**config.mk**
```make
export PLATFORM = sky130hd
export DESIGN_NAME = pkt_ingress_framer_flat
export DESIGN_NICKNAME = d
export VERILOG_FILES = /design/src/rtl/pkt_ingress_framer_if.sv /design/src/rtl/pkt_ingress_framer.sv /design/src/flat_wrapper.sv
export SDC_FILE = /design/constraint.sdc
export NUM_CORES = 1
export LEC_CHECK = 0
export ABC_AREA = 1
export BUFFER_PORTS_ARGS = -buffer_cell sky130_fd_sc_hd__buf_2
export CAP_MARGIN = 30
export CORE_MARGIN = 3
export CORE_UTILIZATION = 35
export DETAILED_ROUTE_END_ITERATION = 12
export HOLD_SLACK_MARGIN = 0.05
export PLACE_DENSITY_LB_ADDON = 0.05
export SYNTH_ARGS = -nofsm -noshare
export SYNTH_HDL_FRONTEND = slang
export SYNTH_SLANG_ARGS = --single-unit
```
**constraint.sdc**
```tcl
create_clock -name clk -period 2.95 [get_ports clk]
set_input_delay 0.1475 -clock clk [delete_from_list [all_inputs] [get_ports clk]]
set_output_delay 0.1475 -clock clk [all_outputs]
set_load 0.01 [all_outputs]
```
**src/rtl/pkt_ingress_framer_if.sv**
```systemverilog
// Ingress bus for pkt_ingress_framer: length descriptor, word stream and the
// packet_proc enqueue port. slave is the framer's view, master the neighbours'.
interface pkt_ingress_framer_if #(
  parameter int DATA_WIDTH = 32,
  parameter int PCK_LEN    = 12
);
  logic                  hdr_valid;
  logic                  hdr_ready;
  logic [PCK_LEN-1:0]    hdr_len;
  logic                  s_valid;
  logic                  s_ready;
  logic [DATA_WIDTH-1:0] s_data;
  logic                  s_last;
  logic                  pck_proc_full;
  logic                  pck_proc_overflow;
  logic                  enq_req;
  logic                  in_sop;
  logic                  in_eop;
  logic [DATA_WIDTH-1:0] wr_data_o;
  logic                  pck_len_valid;
  logic [PCK_LEN-1:0]    pck_len_o;

  modport slave (
    input  hdr_valid, hdr_len, s_valid, s_data, s_last, pck_proc_full, pck_proc_overflow,
    output hdr_ready, s_ready, enq_req, in_sop, in_eop, wr_data_o, pck_len_valid, pck_len_o
  );

  modport master (
    output hdr_valid, hdr_len, s_valid, s_data, s_last, pck_proc_full, pck_proc_overflow,
    input  hdr_ready, s_ready, enq_req, in_sop, in_eop, wr_data_o, pck_len_valid, pck_len_o
  );
endinterface

```
**src/rtl/pkt_ingress_framer.sv**
```systemverilog
// Frames a length descriptor plus word stream into packet_proc enqueue beats,
// filtering bad lengths, fixing length/s_last mismatches and counting events.
module pkt_ingress_framer #(
  parameter int DATA_WIDTH = 32,
  parameter int PCK_LEN    = 12,
  parameter int MAX_LEN    = 2048,
  parameter int CNT_WIDTH  = 16
) (
  input  logic                 clk,
  input  logic                 sw_rst,
  pkt_ingress_framer_if.slave  bus,
  output logic [CNT_WIDTH-1:0] pkt_cnt,
  output logic [CNT_WIDTH-1:0] drop_cnt,
  output logic [CNT_WIDTH-1:0] len_err_cnt
);
  typedef enum logic [2:0] {IDLE, SOP, BODY, TERM, DROP} state_t;

  localparam logic [PCK_LEN-1:0] MIN_L = PCK_LEN'(2);
  localparam logic [PCK_LEN-1:0] MAX_L = PCK_LEN'(MAX_LEN);

  state_t                state_q, state_d;
  logic [PCK_LEN-1:0]    len_q, len_d;
  logic [PCK_LEN-1:0]    cnt_q, cnt_d;
  logic                  stall, at_end;
  logic                  hdr_rdy, s_rdy, enq, sop, eop, plv, pad;
  logic                  pkt_inc, drop_inc, err_inc;
  logic [DATA_WIDTH-1:0] wr_data;

  assign stall  = bus.pck_proc_full | bus.pck_proc_overflow;
  assign at_end = (cnt_q == len_q - PCK_LEN'(1));

  always_comb begin
    state_d  = state_q;
    len_d    = len_q;
    cnt_d    = cnt_q;
    hdr_rdy  = 1'b0;
    s_rdy    = 1'b0;
    enq      = 1'b0;
    sop      = 1'b0;
    eop      = 1'b0;
    plv      = 1'b0;
    pad      = 1'b0;
    pkt_inc  = 1'b0;
    drop_inc = 1'b0;
    err_inc  = 1'b0;
    // All handshakes and strobes are held low while reset is asserted.
    if (!sw_rst) begin
      unique case (state_q)
        IDLE: begin
          hdr_rdy = 1'b1;
          if (bus.hdr_valid) begin
            len_d = bus.hdr_len;
            cnt_d = '0;
            if (bus.hdr_len < MIN_L || bus.hdr_len > MAX_L) begin
              state_d  = DROP;
              drop_inc = 1'b1;
            end else begin
              state_d = SOP;
            end
          end
        end
        SOP: begin
          s_rdy = !stall;
          enq   = bus.s_valid && !stall;
          sop   = enq;
          plv   = enq;
          if (enq) begin
            cnt_d   = PCK_LEN'(1);
            // A one-word source packet cannot carry eop on its sop beat.
            state_d = bus.s_last ? TERM : BODY;
          end
        end
        BODY: begin
          s_rdy = !stall;
          enq   = bus.s_valid && !stall;
          eop   = enq && (at_end || bus.s_last);
          if (enq) begin
            cnt_d = cnt_q + PCK_LEN'(1);
            if (bus.s_last) begin
              pkt_inc = 1'b1;
              err_inc = !at_end;
              state_d = IDLE;
            end else if (at_end) begin
              pkt_inc = 1'b1;
              err_inc = 1'b1;
              state_d = DROP;
            end
          end
        end
        TERM: begin
          if (!stall) begin
            enq     = 1'b1;
            eop     = 1'b1;
            pad     = 1'b1;
            pkt_inc = 1'b1;
            err_inc = 1'b1;
            state_d = IDLE;
          end
        end
        DROP: begin
          s_rdy = 1'b1;
          if (bus.s_valid && bus.s_last) state_d = IDLE;
        end
        default: state_d = IDLE;
      endcase
    end
  end

  assign wr_data           = pad ? '0 : bus.s_data;
  assign bus.wr_data_o     = wr_data;
  assign bus.hdr_ready     = hdr_rdy;
  assign bus.s_ready       = s_rdy;
  assign bus.enq_req       = enq;
  assign bus.in_sop        = sop;
  assign bus.in_eop        = eop;
  assign bus.pck_len_valid = plv;
  assign bus.pck_len_o     = plv ? len_q : '0;

  always_ff @(posedge clk) begin
    if (sw_rst) begin
      state_q     <= IDLE;
      len_q       <= '0;
      cnt_q       <= '0;
      pkt_cnt     <= '0;
      drop_cnt    <= '0;
      len_err_cnt <= '0;
    end else begin
      state_q <= state_d;
      len_q   <= len_d;
      cnt_q   <= cnt_d;
      // Status counters stick at all-ones instead of wrapping.
      if (pkt_inc && pkt_cnt != '1)      pkt_cnt     <= pkt_cnt + 1'b1;
      if (drop_inc && drop_cnt != '1)    drop_cnt    <= drop_cnt + 1'b1;
      if (err_inc && len_err_cnt != '1)  len_err_cnt <= len_err_cnt + 1'b1;
    end
  end
endmodule
```
**src/flat_wrapper.sv**
```systemverilog
// flat-port wrapper written by rule: the top's interface ports become plain ports
module pkt_ingress_framer_flat 
#(
  parameter int DATA_WIDTH = 32,
  parameter int PCK_LEN    = 12,
  parameter int MAX_LEN    = 2048,
  parameter int CNT_WIDTH  = 16
)
  (clk, sw_rst, pkt_cnt, drop_cnt, len_err_cnt, bus_hdr_valid, bus_hdr_len, bus_s_valid, bus_s_data, bus_s_last, bus_pck_proc_full, bus_pck_proc_overflow, bus_hdr_ready, bus_s_ready, bus_enq_req, bus_in_sop, bus_in_eop, bus_wr_data_o, bus_pck_len_valid, bus_pck_len_o);
  pkt_ingress_framer_if #(.DATA_WIDTH(DATA_WIDTH), .PCK_LEN(PCK_LEN)) bus_i ();
  input  logic clk;
  input  logic sw_rst;
  output logic [CNT_WIDTH-1:0] pkt_cnt;
  output logic [CNT_WIDTH-1:0] drop_cnt;
  output logic [CNT_WIDTH-1:0] len_err_cnt;
  input wire logic [$bits(bus_i.hdr_valid)-1:0] bus_hdr_valid;
  input wire logic [$bits(bus_i.hdr_len)-1:0] bus_hdr_len;
  input wire logic [$bits(bus_i.s_valid)-1:0] bus_s_valid;
  input wire logic [$bits(bus_i.s_data)-1:0] bus_s_data;
  input wire logic [$bits(bus_i.s_last)-1:0] bus_s_last;
  input wire logic [$bits(bus_i.pck_proc_full)-1:0] bus_pck_proc_full;
  input wire logic [$bits(bus_i.pck_proc_overflow)-1:0] bus_pck_proc_overflow;
  output wire logic [$bits(bus_i.hdr_ready)-1:0] bus_hdr_ready;
  output wire logic [$bits(bus_i.s_ready)-1:0] bus_s_ready;
  output wire logic [$bits(bus_i.enq_req)-1:0] bus_enq_req;
  output wire logic [$bits(bus_i.in_sop)-1:0] bus_in_sop;
  output wire logic [$bits(bus_i.in_eop)-1:0] bus_in_eop;
  output wire logic [$bits(bus_i.wr_data_o)-1:0] bus_wr_data_o;
  output wire logic [$bits(bus_i.pck_len_valid)-1:0] bus_pck_len_valid;
  output wire logic [$bits(bus_i.pck_len_o)-1:0] bus_pck_len_o;
  assign bus_i.hdr_valid = bus_hdr_valid;
  assign bus_i.hdr_len = bus_hdr_len;
  assign bus_i.s_valid = bus_s_valid;
  assign bus_i.s_data = bus_s_data;
  assign bus_i.s_last = bus_s_last;
  assign bus_i.pck_proc_full = bus_pck_proc_full;
  assign bus_i.pck_proc_overflow = bus_pck_proc_overflow;
  assign bus_hdr_ready = bus_i.hdr_ready;
  assign bus_s_ready = bus_i.s_ready;
  assign bus_enq_req = bus_i.enq_req;
  assign bus_in_sop = bus_i.in_sop;
  assign bus_in_eop = bus_i.in_eop;
  assign bus_wr_data_o = bus_i.wr_data_o;
  assign bus_pck_len_valid = bus_i.pck_len_valid;
  assign bus_pck_len_o = bus_i.pck_len_o;
  pkt_ingress_framer #(.DATA_WIDTH(DATA_WIDTH), .PCK_LEN(PCK_LEN), .MAX_LEN(MAX_LEN), .CNT_WIDTH(CNT_WIDTH)) u_core (.clk(clk), .sw_rst(sw_rst), .bus(bus_i), .pkt_cnt(pkt_cnt), .drop_cnt(drop_cnt), .len_err_cnt(len_err_cnt));
endmodule
```
==> key figures <==
Logic synthesis
  – Share of the synthesized area in the top cell type: around 30%
  – Post-synthesis sequential area ratio: a little under a third
  – YS warnings: 0
  – Post-Syn Nets: 835
  – Synth area leader: dfxtp_1
  – Cells after Synth: 778
  – Top cells by area, synth: dfxtp_1 31%, nand2_1 14%, inv_1 9.3%, nor2_1 9.3%, a21oi_1 6.1%
  – Primary FF master, synth: dfxtp_1
  – Library cells used by synthesis: 44
  – Synth Cell Area: approximately 4900 µm²
  – Asr flop ratio synth: 0%
  – Mapped Avg Cell Area: around 6.2 µm²
  – Number of flops mapped to enable cells by yosys: 0
  – Flop and latch count out of synthesis: between 70 and 80
  – Synth cell count leaders: 176 x nand2_1, 120 x inv_1, 120 x nor2_1
  – Top-count cell post-synth: nand2_1

Cells and area
  – Layout Nets: a little under 1000
  – Antenna diodes: 0
  – Fin cells: between 1000 and 1500
  – Area delta synth->final: 28.6%
  – Share of layout cells above drive strength 1: between 20% and 30%
  – FILL cells: ~1400

Floorplan
  – Die area: roughly 15000 µm²
  – I/O pins: between 100 and 150
  – Die Ht: 124 µm
  – Rows: 42
  – Die width: between 100 and 150 µm
  – Core area: ~13000 µm²
  – Initial core utilization: 36.3%

Clock network
  – Clock tree buffer depth: 2
  – TritonCTS clock tree: built
  – Worst-path clk slew: about 0.06 ns
  – Cts bufs inserted: 9
  – Clock Latency Late Sink: 0.35 ns
  – Clk sinks: between 70 and 80
  – Clock root cell: clkbuf_16
  – Hold buffers post-CTS: 0
  – H-tree depth: 3

Place
  – Placer Congestion: 0.894
  – Final HPWL DP: approximately 11000 µm
  – I/O Buffers: between 100 and 150
  – DP Cell Count: between 1000 and 1500

Route
  – DRC: 0
  – Routed Antenna Nets: 0
  – Drt first pass iters: 4
  – Via-to-Cell Ratio: ~4.8
  – Starting DRT DRC Count: about 260
  – Routed wire length: between 10000 and 15000 µm
  – WL/cell: between 10 and 15 µm
  – Vias: approximately 5300

Min path
  – Type of the worst min-delay path: in2reg

Worst setup path
  – WP data arrival: between 2 and 3 ns
  – Critical path launch point type: register
  – CP Max Fanout: 3
  – WS Path Type: reg2out
  – WP data required: roughly 2.8 ns
  – Setup crit end kind: output port

Pwr
  – Leakage: slightly below 0.003 µW
  – Combinational fraction of design power: between 30% and 40%
  – Internal power: about 2400 µW
  – Max rail drop VDD: 0.304 mV
  – Sw power: approximately 1400 µW
  – Switch share: between 30% and 40%
  – Sequential share of power: between 30 and 40%
  – Pwr Density: slightly above 600 nW/µm²
  – Clock share of power: 33.7%

Global routing
  – Initial antenna violation count: 0
  – Vias in the first global route: ~4900
  – Congestion Overflow GR: 0
  – Largest net degree at the start of global routing: 38
  – First-pass GRT wire length: around 22000 µm
  – GRT Resource Usage Total: a little under a fifth

Timing
  – Fin crit share: between 90 and 100%
  – Hold_ws: 0.0829 ns
  – RSZ-0062 raised after global routing: yes
  – Worst Skew: 0.00689 ns
  – Worst-margin pin slew: about 0.57 ns
  – Slew HR: between 60% and 70%
  – Final Max Slew Viols: 0
  – Fmax: around 360 MHz
  – Final hold vios: 0
  – Setup violators final: 0
  – Final min period: approximately 2.8 ns

Run status
  – Status: finished clean

Run
  – Total of max-cap violations: 0
worst max-delay path, cell delays in order (launching register included):
cell and delay (ns):
dfxtp_1 0.34, inv_1 0.08, ha_2 0.33, inv_1 0.04, nand2_1 0.05, nand2_1 0.05
nor2_2 0.09, o21ai_0 0.09, nor2_1 0.11, nand3_1 0.07, nor2_1 0.08, nand4_1 0.14
ha_2 0.24, o31ai_4 0.25, buf_4 0.17, buf_2 0.15
power by group through the flow:
| stage | clock network, µW | registers, µW | logic, µW |
|---|---|---|---|
| 2_1_floorplan | 0 | 1190 | 980 |
| 3_3_place_gp | 0 | 1210 | 1280 |
| 3_5_place_dp | 0 | 1210 | 1270 |
| 4_1_cts | 1320 | 1190 | 1280 |
| 5_1_grt | 1360 | 1200 | 1540 |
| 6_report | 1290 | 1190 | 1340 |
per-layer routing:
metal  wire [µm]  share of wire, %  global-route usage, %
met5           0                 0                      0
met4         275               1.9                   7.47
met3         807               5.6                   2.91
met2        6780                47                   31.7
met1        6460                45                   22.1
cells in the final DEF, fill, tap and decap left out, drive strengths merged, types with 3 or more instances in the layout:
cell,instances
clkbuf,10
xnor2,9
nand4,8
nor3b,5
dfxtp,75
nand2,188
nor2,127
nor3,29
nand3b,3
nand3,40
bufinv,3
nor4,11
inv,127
buf,166
o21ai,41
a21oi,60
ha,6
xor2,21
logic make-up (layout without fill, tap and decap cells):
kind of cell	Yosys count	count (layout)	synth area share, %
AO/OA/AOI/OAI	108	108	12.1
AND/OR/NAND/NOR	413	413	38.1
XOR/XNOR	30	30	5.41
buffers and inverters	146	309	11.9
adder cells (fa/ha/maj)	6	6	1.54
flip-flops	75	75	30.9
stage by stage:
step                      TNS, ns  power [µW]  area, µm²  setup slack [ns]  utilization (%)
after floorplan                 0        2170       4860             0.365                -
final                           0        3810       6250             0.189             46.6
after global routing      -0.0711        4100       6250           -0.0168             46.6
after CTS                       0        3790       6100           0.00905             45.5
after detailed placement        0        2480       5760           0.00314             43.0
after global placement          0        2490       5760             0.126             43.0
final timing paths:
check / start / endpoint / slack (ns) / depth (start not counted)
min reg2reg: u_core.pkt_cnt[4] / u_core.pkt_cnt[4] / 0.45 / 2
max reg2reg: u_core.len_q[1] / u_core.len_err_cnt[9] / 0.21 / 19
max: u_core.len_q[1] / bus_in_eop / 0.19 / 15
min: bus_hdr_len[2] / u_core.len_q[2] / 0.08 / 3
sequential cells by signal, summed over array words and instances, names as in the netlist:
signal and flops:
u_core.state_q 3, u_core.drop_cnt 16, u_core.len_err_cnt 16, u_core.pkt_cnt 16, u_core.cnt_q 12, u_core.len_q 12
area by class of cell:
cell class	count	area, µm²	area share [%]
Timing Repair Buffer	166	876	14.0
Sequential cell	75	1500	24.0
Clock inverter	6	111	1.78
Tap cell	176	220	3.52
Multi-Input combinational cell	557	2830	45.3
Inverter	127	483	7.73
Clock buffer	10	229	3.66
timing repair:
| item | CTS | global route |
|---|---|---|
| endpoints found under the setup margin | 2 | 30 |
| pin swaps | 0 | 7 |
| gates resized for setup | 1 | 16 |
| gates cloned | 0 | 0 |
| setup buffers | 0 | 13 |
(Power assumes the default switching activity.)
